[config.mk]
export PLATFORM = sky130hd
export DESIGN_NAME = message_scroller
export DESIGN_NICKNAME = d
export VERILOG_FILES = /design/src/rtl/message_scroller_pkg.sv /design/src/rtl/message_store.sv /design/src/rtl/message_scroller.sv
export SDC_FILE = /design/constraint.sdc
export NUM_CORES = 1
export LEC_CHECK = 0
export BUFFER_PORTS_ARGS = -buffer_cell sky130_fd_sc_hd__buf_2
export CAP_MARGIN = 20
export CORE_UTILIZATION = 62
export CTS_CLUSTER_SIZE = 16
export DETAILED_ROUTE_END_ITERATION = 6
export GPL_ROUTABILITY_DRIVEN = 1
export PLACE_DENSITY = 0.85
export REMOVE_ABC_BUFFERS = 1
export SETUP_SLACK_MARGIN = 0.5
export SYNTH_ARGS = -nofsm -noshare
export SYNTH_HDL_FRONTEND = slang
export SYNTH_SLANG_ARGS = --single-unit
[constraint.sdc]
create_clock -name clk -period 4.11 [get_ports clk]
set_input_delay 0 -clock clk [delete_from_list [all_inputs] [get_ports clk]]
set_output_delay 0 -clock clk [all_outputs]
set_load 0.1 [all_outputs]
[src/rtl/message_scroller_pkg.sv]
// Shared widths and types for the message scroller: 16 entries of 4-bit
// character codes addressed by a 4-bit wrapping pointer.
package message_scroller_pkg;
   localparam int CHAR_W  = 4;
   localparam int MSG_LEN = 16;
   localparam int PTR_W   = 4;

   typedef logic [CHAR_W-1:0] char_t;
   typedef logic [PTR_W-1:0]  ptr_t;
endpackage

[src/rtl/message_store.sv]
// 16x4 message register file: one write port, four combinational read ports
// at ptr+0..ptr+3 (indices wrap modulo 16). Reset loads the identity message.
module message_store
   import message_scroller_pkg::*;
(
   input  logic              clk,
   input  logic              rst,
   input  logic              wr_en,
   input  logic [PTR_W-1:0]  wr_addr,
   input  logic [CHAR_W-1:0] wr_data,
   input  logic [PTR_W-1:0]  ptr,
   output logic [CHAR_W-1:0] rd0,
   output logic [CHAR_W-1:0] rd1,
   output logic [CHAR_W-1:0] rd2,
   output logic [CHAR_W-1:0] rd3
);

   char_t mem [MSG_LEN];
   ptr_t  ptr1;
   ptr_t  ptr2;
   ptr_t  ptr3;

   always_ff @(posedge clk or posedge rst) begin
      if (rst) begin
         for (int i = 0; i < MSG_LEN; i++) mem[i] <= char_t'(i);
      end else if (wr_en) begin
         mem[wr_addr] <= wr_data;
      end
   end

   // 4-bit sums wrap naturally, so ptr = 14 reads 14, 15, 0, 1.
   assign ptr1 = ptr + PTR_W'(1);
   assign ptr2 = ptr + PTR_W'(2);
   assign ptr3 = ptr + PTR_W'(3);

   assign rd0 = mem[ptr];
   assign rd1 = mem[ptr1];
   assign rd2 = mem[ptr2];
   assign rd3 = mem[ptr3];

endmodule

[src/rtl/message_scroller.sv]
// Sliding 4-character window over a writable 16-entry message, stepping one
// position every SCROLL_PERIOD unpaused clocks. All outputs are registered.
module message_scroller
   import message_scroller_pkg::*;
#(
   parameter int SCROLL_PERIOD = 3125000
) (
   input  logic              clk,
   input  logic              rst,
   input  logic              pause,
   input  logic              dir,
   input  logic              wr_en,
   input  logic [PTR_W-1:0]  wr_addr,
   input  logic [CHAR_W-1:0] wr_data,
   output logic [CHAR_W-1:0] char3,
   output logic [CHAR_W-1:0] char2,
   output logic [CHAR_W-1:0] char1,
   output logic [CHAR_W-1:0] char0,
   output logic              step
);

   localparam int               CNT_W    = $clog2(SCROLL_PERIOD);
   localparam logic [CNT_W-1:0] CNT_LAST = CNT_W'(SCROLL_PERIOD - 1);

   logic [PTR_W-1:0]  ptr;
   logic [CNT_W-1:0]  cnt;
   logic              moved;
   logic              at_last;
   logic [CHAR_W-1:0] rd0;
   logic [CHAR_W-1:0] rd1;
   logic [CHAR_W-1:0] rd2;
   logic [CHAR_W-1:0] rd3;

   message_store u_store (
      .clk     (clk),
      .rst     (rst),
      .wr_en   (wr_en),
      .wr_addr (wr_addr),
      .wr_data (wr_data),
      .ptr     (ptr),
      .rd0     (rd0),
      .rd1     (rd1),
      .rd2     (rd2),
      .rd3     (rd3)
   );

   assign at_last = (cnt == CNT_LAST);

   // The window register samples ptr/mem one clock after they change, and
   // moved delays the step pulse by the same clock so both appear together.
   always_ff @(posedge clk or posedge rst) begin
      if (rst) begin
         ptr   <= '0;
         cnt   <= '0;
         moved <= 1'b0;
         step  <= 1'b0;
         char3 <= char_t'(0);
         char2 <= char_t'(1);
         char1 <= char_t'(2);
         char0 <= char_t'(3);
      end else begin
         moved <= !pause && at_last;
         step  <= moved;
         char3 <= rd0;
         char2 <= rd1;
         char1 <= rd2;
         char0 <= rd3;
         if (!pause) begin
            if (at_last) begin
               cnt <= '0;
               ptr <= dir ? ptr - PTR_W'(1) : ptr + PTR_W'(1);
            end else begin
               cnt <= cnt + CNT_W'(1);
            end
         end
      end
   end

endmodule

==> Word level (Yosys, flattened, before mapping) <==
Index checks and enable logic that the tools add are counted.
{ "word_totals": {"regBits": 108, "inputBits": 13, "out_inout_bits": 17, "elab_cells": 63} }
{ "op_classes": {"addsub": 5, "order_cmp": 6, "n_eq_ne": 1, "muxes": 17, "n_bitwise": 6, "reduce_logical": 4} }
{ "ops": {"columns": ["op", "count"], "rows": [
  ["binary-select mux 4 bit (select 4 bit)", 4],
  ["bitwise mux 64 bit", 1],
  ["two-way mux 4 bit", 10],
  [">= comparator 5 bit (second input constant)", 5],
  ["inverter 4 -> 5 bit", 5],
  ["adder 22 x 1 -> 22 bit (second input constant)", 1],
  ["== test 22 bit (second input constant)", 1],
  ["two-way mux 22 bit", 1],
  ["demux 4 bit (select 4 bit)", 1],
  ["adder 4 x 2 -> 4 bit (second input constant)", 2],
  ["< comparator 5 x 1 -> 1 bit (second input constant)", 1],
  ["adder 4 x 1 -> 4 bit (second input constant)", 1],
  ["subtractor 4 x 1 -> 4 bit (second input constant)", 1],
  ["logical AND 1 bit", 2],
  ["AND reduction 2 bit", 1],
  ["zero test 1 bit", 1],
  ["inverter 1 bit", 1]
]} }

==> Logic depth before layout (Yosys ltp) <==
{ "depth": {"word_depth": 6, "ltp_mapped": 13, "mapped_depth_nobuf": 7} }

==> Cells and area by module <==
A second synthesis with hierarchy kept.
{ "hier_totals": {"cells_unflattened": 548, "area_unflattened_um2": 6895.4} }
{ "modules_own_cells": {"columns": ["mod", "n_inst", "cells_each", "area_per_inst_um2", "seq_area_each_um2"], "rows": [
  ["message_store", 1, 393, 4987.3, 1641.6],
  ["message_scroller", 1, 155, 1908.1, 1106.1]
]} }

==> Least setup slack after synthesis <==
OpenSTA, ideal clock, no wires.
{ "synth_timing": {"kind": "register to register", "start": "reg ptr[1]", "end": "reg char1[2]", "setup_ps": 138, "arrival_time_ps": 3034, "t_required_ps": 3972, "slack_ps": 938, "path_stages_with_launch": 10, "path_buffers": 5, "period_less_slack_ps": 3172, "cell_sequence": "dfrtp_1 > clkbuf_1 > buf_2 > buf_2 > inv_1 > ha_1 > buf_2 > buf_2 > mux4_2 > mux4_2"} }
{ "synth_via": {"elab_chain_cells": 5} }
{ "synth_lines": {"columns": ["element", "line_no", "text"], "rows": [
  ["start: declaration", "message_scroller.sv:25", "logic [PTR_W-1:0] ptr;"],
  ["start signal: assignment", "message_scroller.sv:71", "ptr <= dir ? ptr - PTR_W'(1) : ptr + PTR_W'(1);"],
  ["adder 4 x 2 -> 4 bit", "message_store.sv:33", "assign ptr2 = ptr + PTR_W'(2);"],
  ["inverter 4 -> 5 bit (not written as such)", "message_store.sv:38", "assign rd2 = mem[ptr2];"],
  ["binary-select mux 4 bit (select 4 bit)", "message_store.sv:38", null],
  ["two-way mux 4 bit (not written as such) (2 in series)", "message_store.sv:38", null],
  ["net rd2[2]", "message_scroller.sv:31", "logic [CHAR_W-1:0] rd2;"],
  ["end signal: assignment", "message_scroller.sv:59", "char1 <= char_t'(2);"],
  ["end signal: assignment", "message_scroller.sv:66", "char1 <= rd2;"],
  ["end: declaration", "message_scroller.sv:17", "output logic [CHAR_W-1:0] char1,"]
]} }
The timed path passes the listed nets, and every way through them passes these cells. The select of a mux whose other input is x is not followed.
A chain may end at the register's enable or synchronous reset.

==> Final worst setup path <==
{ "layout_timing": {"start": "reg ptr[0]", "end": "reg char2[0]"} }
{ "layout_via": {"elab_chain_cells": 5} }
{ "layout_lines": {"columns": ["element", "line_no", "text"], "rows": [
  ["adder 4 x 1 -> 4 bit", "message_store.sv:32", "assign ptr1 = ptr + PTR_W'(1);"],
  ["net u_store.ptr1[0]", "message_store.sv:19", "ptr_t ptr1;"],
  ["inverter 4 -> 5 bit (not written as such)", "message_store.sv:37", "assign rd1 = mem[ptr1];"],
  ["binary-select mux 4 bit (select 4 bit)", "message_store.sv:37", null],
  ["two-way mux 4 bit (not written as such) (2 in series)", "message_store.sv:37", null],
  ["net rd1[0]", "message_scroller.sv:30", "logic [CHAR_W-1:0] rd1;"],
  ["end signal: assignment", "message_scroller.sv:58", "char2 <= char_t'(1);"],
  ["end signal: assignment", "message_scroller.sv:65", "char2 <= rd1;"],
  ["end: declaration", "message_scroller.sv:16", "output logic [CHAR_W-1:0] char2,"]
]} }
The timed path passes the listed nets, and every way through them passes these cells. The select of a mux whose other input is x is not followed.

==> impl_metrics.yaml <==
sta:
  rsz0062_at_grt: "false"
  final_worst_path_period_need_ps: 3160
  setup_viol_count_final: 0
  final_worst_slack_ps: 949.7
  max_slew.worst_pin.slew_ps: 1094
  hold_viol: 0
  fin_tns_setup_ps: 0
  slew_headroom: 0.2706
  final_min_period_over_clock_period: 0.7689
  timing.fmax_mhz: 316.4
  timing.final.max_slew_violations: 0
  worst_clock_skew_ps: 11.56
drt:
  detail_route.iter0.violations: 496
  post-route-drc-count: 0
  wl_um: 15390
  detailedRoute.firstPassIterationCount: 5
  detail_routed_net_length_per_standard_cell_um: 22.05
  antenna_left: 0
  route.detailed.vias_per_inst: 6.913
  routed-via-count: 4825
synth:
  post_synthesis_cell_area_mm2: 0.006679
  yosysSeqAreaShare: 0.4114
  yosys_register_bits: 108
  ys.flop_type: "sky130_fd_sc_hd__dfrtp_1"
  synth-async-reset-ratio: 1.000
  syn-mean-instance-area_um2: 12.35
  synth-warning-count: 0
  post_synth_inst_count: 541
  synth_edf_count: 0
  netlist-cell-type-count: 46
floorplanning:
  placeableCoreArea_mm2: 0.01037
  start_util: 0.6441
  dieHeight_um: 105.8
  die_width_um: 105.8
  die-area_mm2: 0.01119
  num_io_pins: 30
  placementRows: 37
power:
  vdd.ir_drop.worst_uv: 427.1
  powerDensity_mw_per_mm2: 439.1
  total_leakage_power_nw: 2.965
worst_setup_path:
  timing.critical_path.buf_inv: 1
  critPathRequiredTime_ps: 4430
  critical_path.top_delay_family: "adder cells"
  worstSetupEndpointType: "flip-flop"
  critPathMostFrequentCell: "sky130_fd_sc_hd__nor3_1"
  crit_fanout: 56
  critPathSlowestCell: "sky130_fd_sc_hd__ha_2"
  reg2reg_slack_ps: 950
  worstSetupPathType: "reg -> reg"
  worst_setup_path_start_kind: "flip-flop"
  cp.arrival_ps: 3480
  cpPeakStageDelay_ps: 1100
  worstPathCellList: "inv_1 > ha_2 > nor3_1 > mux2_2 > nor4_2 > o22ai_1 > nor3_1"
placement:
  placement.io_buffers: 29
  gp_congestion: 0.9492
  detailedPlacementHpwl_um: 10930
  dp_slack_ps: 1057
  dp_cells: 678
  post_dp_cell_area_mm2: 0.006899
global_route:
  grt_start_max_net_pins: 62
  global_route.overflow_total: 0
  antenna_found_initial: 0
  via_count_of_the_first_global_routing_pass: 4702
  grt_first_pass_wirelength_um: 24990
  track_usage: 0.2951
cells_and_area:
  layout.filler_cells: 697
  insertedDiodeCount: 0
  layout-drive-gt1-share: 0.3879
  final_cells: 698
  layout.core_utilization: 0.6885
  area_growth_pct: 6.894
  design.final.nets: 578
  finish.instance_area_mm2: 0.007139
clocking:
  post_cts_resize_count: 0
  cts_buffers: 9
  tritoncts: "built"
  ctsRootBufferMaster: "sky130_fd_sc_hd__clkbuf_8"
  cts_sinks: 108
  clk-insertion-delay-late_ps: 390
  clock_path_buffers: 2
  postCtsSetupBuffers: 0
  cts-hold-fix-buffers: 2
  cts.clk_slew.worst_paths_ps: 100
  clock_tree.htree_level_count: 3
worst_hold_path:
  hold_class: "in -> reg"
job:
  drv_cap: 0
outcome:
  status: "finished clean"
[where the power goes]
part / switching [mW] / internal [mW] / total [mW]
registers: 0.251 / 1.33 / 1.58
clock network: 0.359 / 0.303 / 0.662
logic: 0.493 / 0.396 / 0.889
total: 1.10 / 2.03 / 3.14
[routing by layer]
metal / GRT usage / vias up / wire (µm)
met5: 0 / - / 0
met4: 0.1012 / 0 / 394
met3: 0.07607 / 33 / 1283
met2: 0.4561 / 279 / 7303
met1: 0.4093 / 2441 / 6407
li1: - / 2072 / -
[synth_stat cells, types with 15 or more instances]
| master | n | area [µm²] |
|---|---|---|
| sky130_fd_sc_hd__clkbuf_1 | 16 | 60.06 |
| sky130_fd_sc_hd__nand3_1 | 23 | 115.1 |
| sky130_fd_sc_hd__nor2_1 | 33 | 123.9 |
| sky130_fd_sc_hd__nor3_1 | 16 | 80.08 |
| sky130_fd_sc_hd__dfstp_2 | 36 | 945.9 |
| sky130_fd_sc_hd__nand2_1 | 50 | 187.7 |
| sky130_fd_sc_hd__mux2_2 | 71 | 799.5 |
| sky130_fd_sc_hd__nand4_1 | 16 | 100.1 |
| sky130_fd_sc_hd__xor2_1 | 15 | 131.4 |
| sky130_fd_sc_hd__dfrtp_1 | 72 | 1802 |
| sky130_fd_sc_hd__mux4_2 | 48 | 1081 |
| sky130_fd_sc_hd__nor3b_1 | 17 | 127.6 |
[registers in the layout (all words and copies together), names as in the netlist]
| register | flops |
|---|---|
| char1 | 4 |
| u_store.mem | 64 |
| cnt | 22 |
| moved | 1 |
| char0 | 4 |
| char2 | 4 |
| char3 | 4 |
| ptr | 4 |
| step | 1 |
[cell type report]
cell class	instances	area [µm²]	area share
Inverter	7	28.78	0.004031
Multi-Input combinational cell	391	3755	0.5259
Clock inverter	4	56.30	0.007886
Tap cell	136	170.2	0.02383
Timing Repair Buffer	40	236.5	0.03312
Sequential cell	108	2748	0.3849
Clock buffer	12	145.1	0.02033
[placed cells by master (no fill, tap or decap), types with 2 or more instances in the layout]
cell type,instances
sky130_fd_sc_hd__nand4b_1,2
sky130_fd_sc_hd__ha_1,7
sky130_fd_sc_hd__mux4_2,48
sky130_fd_sc_hd__nand2_1,50
sky130_fd_sc_hd__nand4_1,16
sky130_fd_sc_hd__dlygate4sd3_1,2
sky130_fd_sc_hd__inv_1,6
sky130_fd_sc_hd__a21o_1,2
sky130_fd_sc_hd__nor4_1,2
sky130_fd_sc_hd__nor2b_1,5
sky130_fd_sc_hd__buf_4,8
sky130_fd_sc_hd__o22ai_1,3
sky130_fd_sc_hd__nor3b_1,17
sky130_fd_sc_hd__xor2_1,15
sky130_fd_sc_hd__o21ai_0,8
sky130_fd_sc_hd__dfrtp_1,72
sky130_fd_sc_hd__a21oi_1,2
sky130_fd_sc_hd__mux2i_1,6
sky130_fd_sc_hd__nor3_1,16
sky130_fd_sc_hd__clkinv_4,2
sky130_fd_sc_hd__or3_1,3
sky130_fd_sc_hd__mux4_1,8
sky130_fd_sc_hd__clkbuf_8,10
sky130_fd_sc_hd__nand3_1,23
sky130_fd_sc_hd__nor2_1,33
sky130_fd_sc_hd__and3_1,4
sky130_fd_sc_hd__clkbuf_1,2
sky130_fd_sc_hd__buf_2,29
sky130_fd_sc_hd__a22oi_1,5
sky130_fd_sc_hd__nor4_2,3
sky130_fd_sc_hd__nand3b_1,12
sky130_fd_sc_hd__mux2_4,3
sky130_fd_sc_hd__mux2_2,71
sky130_fd_sc_hd__xnor2_2,2
sky130_fd_sc_hd__xnor2_1,10
sky130_fd_sc_hd__nand2b_1,2
sky130_fd_sc_hd__dfstp_2,36
sky130_fd_sc_hd__and2_1,3
[final timing paths]
check                                   to    from  cells past startpoint
max                               char2[0]  ptr[0]                      7
min                                 ptr[3]     dir                      4
max reg2reg                       char2[0]  ptr[0]                      7
min reg2reg                           step   moved                      0
max in group asynchronous  u_store.mem[16]     rst                      4
min in group asynchronous  u_store.mem[41]     rst                      3
[cell families (layout without fill, tap and decap cells)]
logic type | count (synthesis) | in the layout | synth area share
adder cells (fa/ha/maj) | 8 | 8 | 0.01499
buffers and inverters | 42 | 63 | 0.02885
XOR/XNOR | 27 | 27 | 0.03653
multiplexers | 136 | 136 | 0.3288
AND/OR/NAND/NOR | 195 | 195 | 0.1551
AO/OA/AOI/OAI | 25 | 25 | 0.02436
flip-flops | 108 | 108 | 0.4114
[per-stage QoR]
step	power [mW]	hold slack (ps)
after CTS	3.135	4.548
after detailed placement	2.476	178.3
final	3.135	14.41
after global placement	2.432	165.1
after global routing	3.254	33.49
after floorplan	2.243	98.85
[worst min-delay path, stage by stage]
cell	delay, ps
sky130_fd_sc_hd__buf_2	140
sky130_fd_sc_hd__o21ai_0	90
sky130_fd_sc_hd__nand2_1	70
sky130_fd_sc_hd__xnor2_1	60
Note: power is estimated with default switching activity, not from simulation.
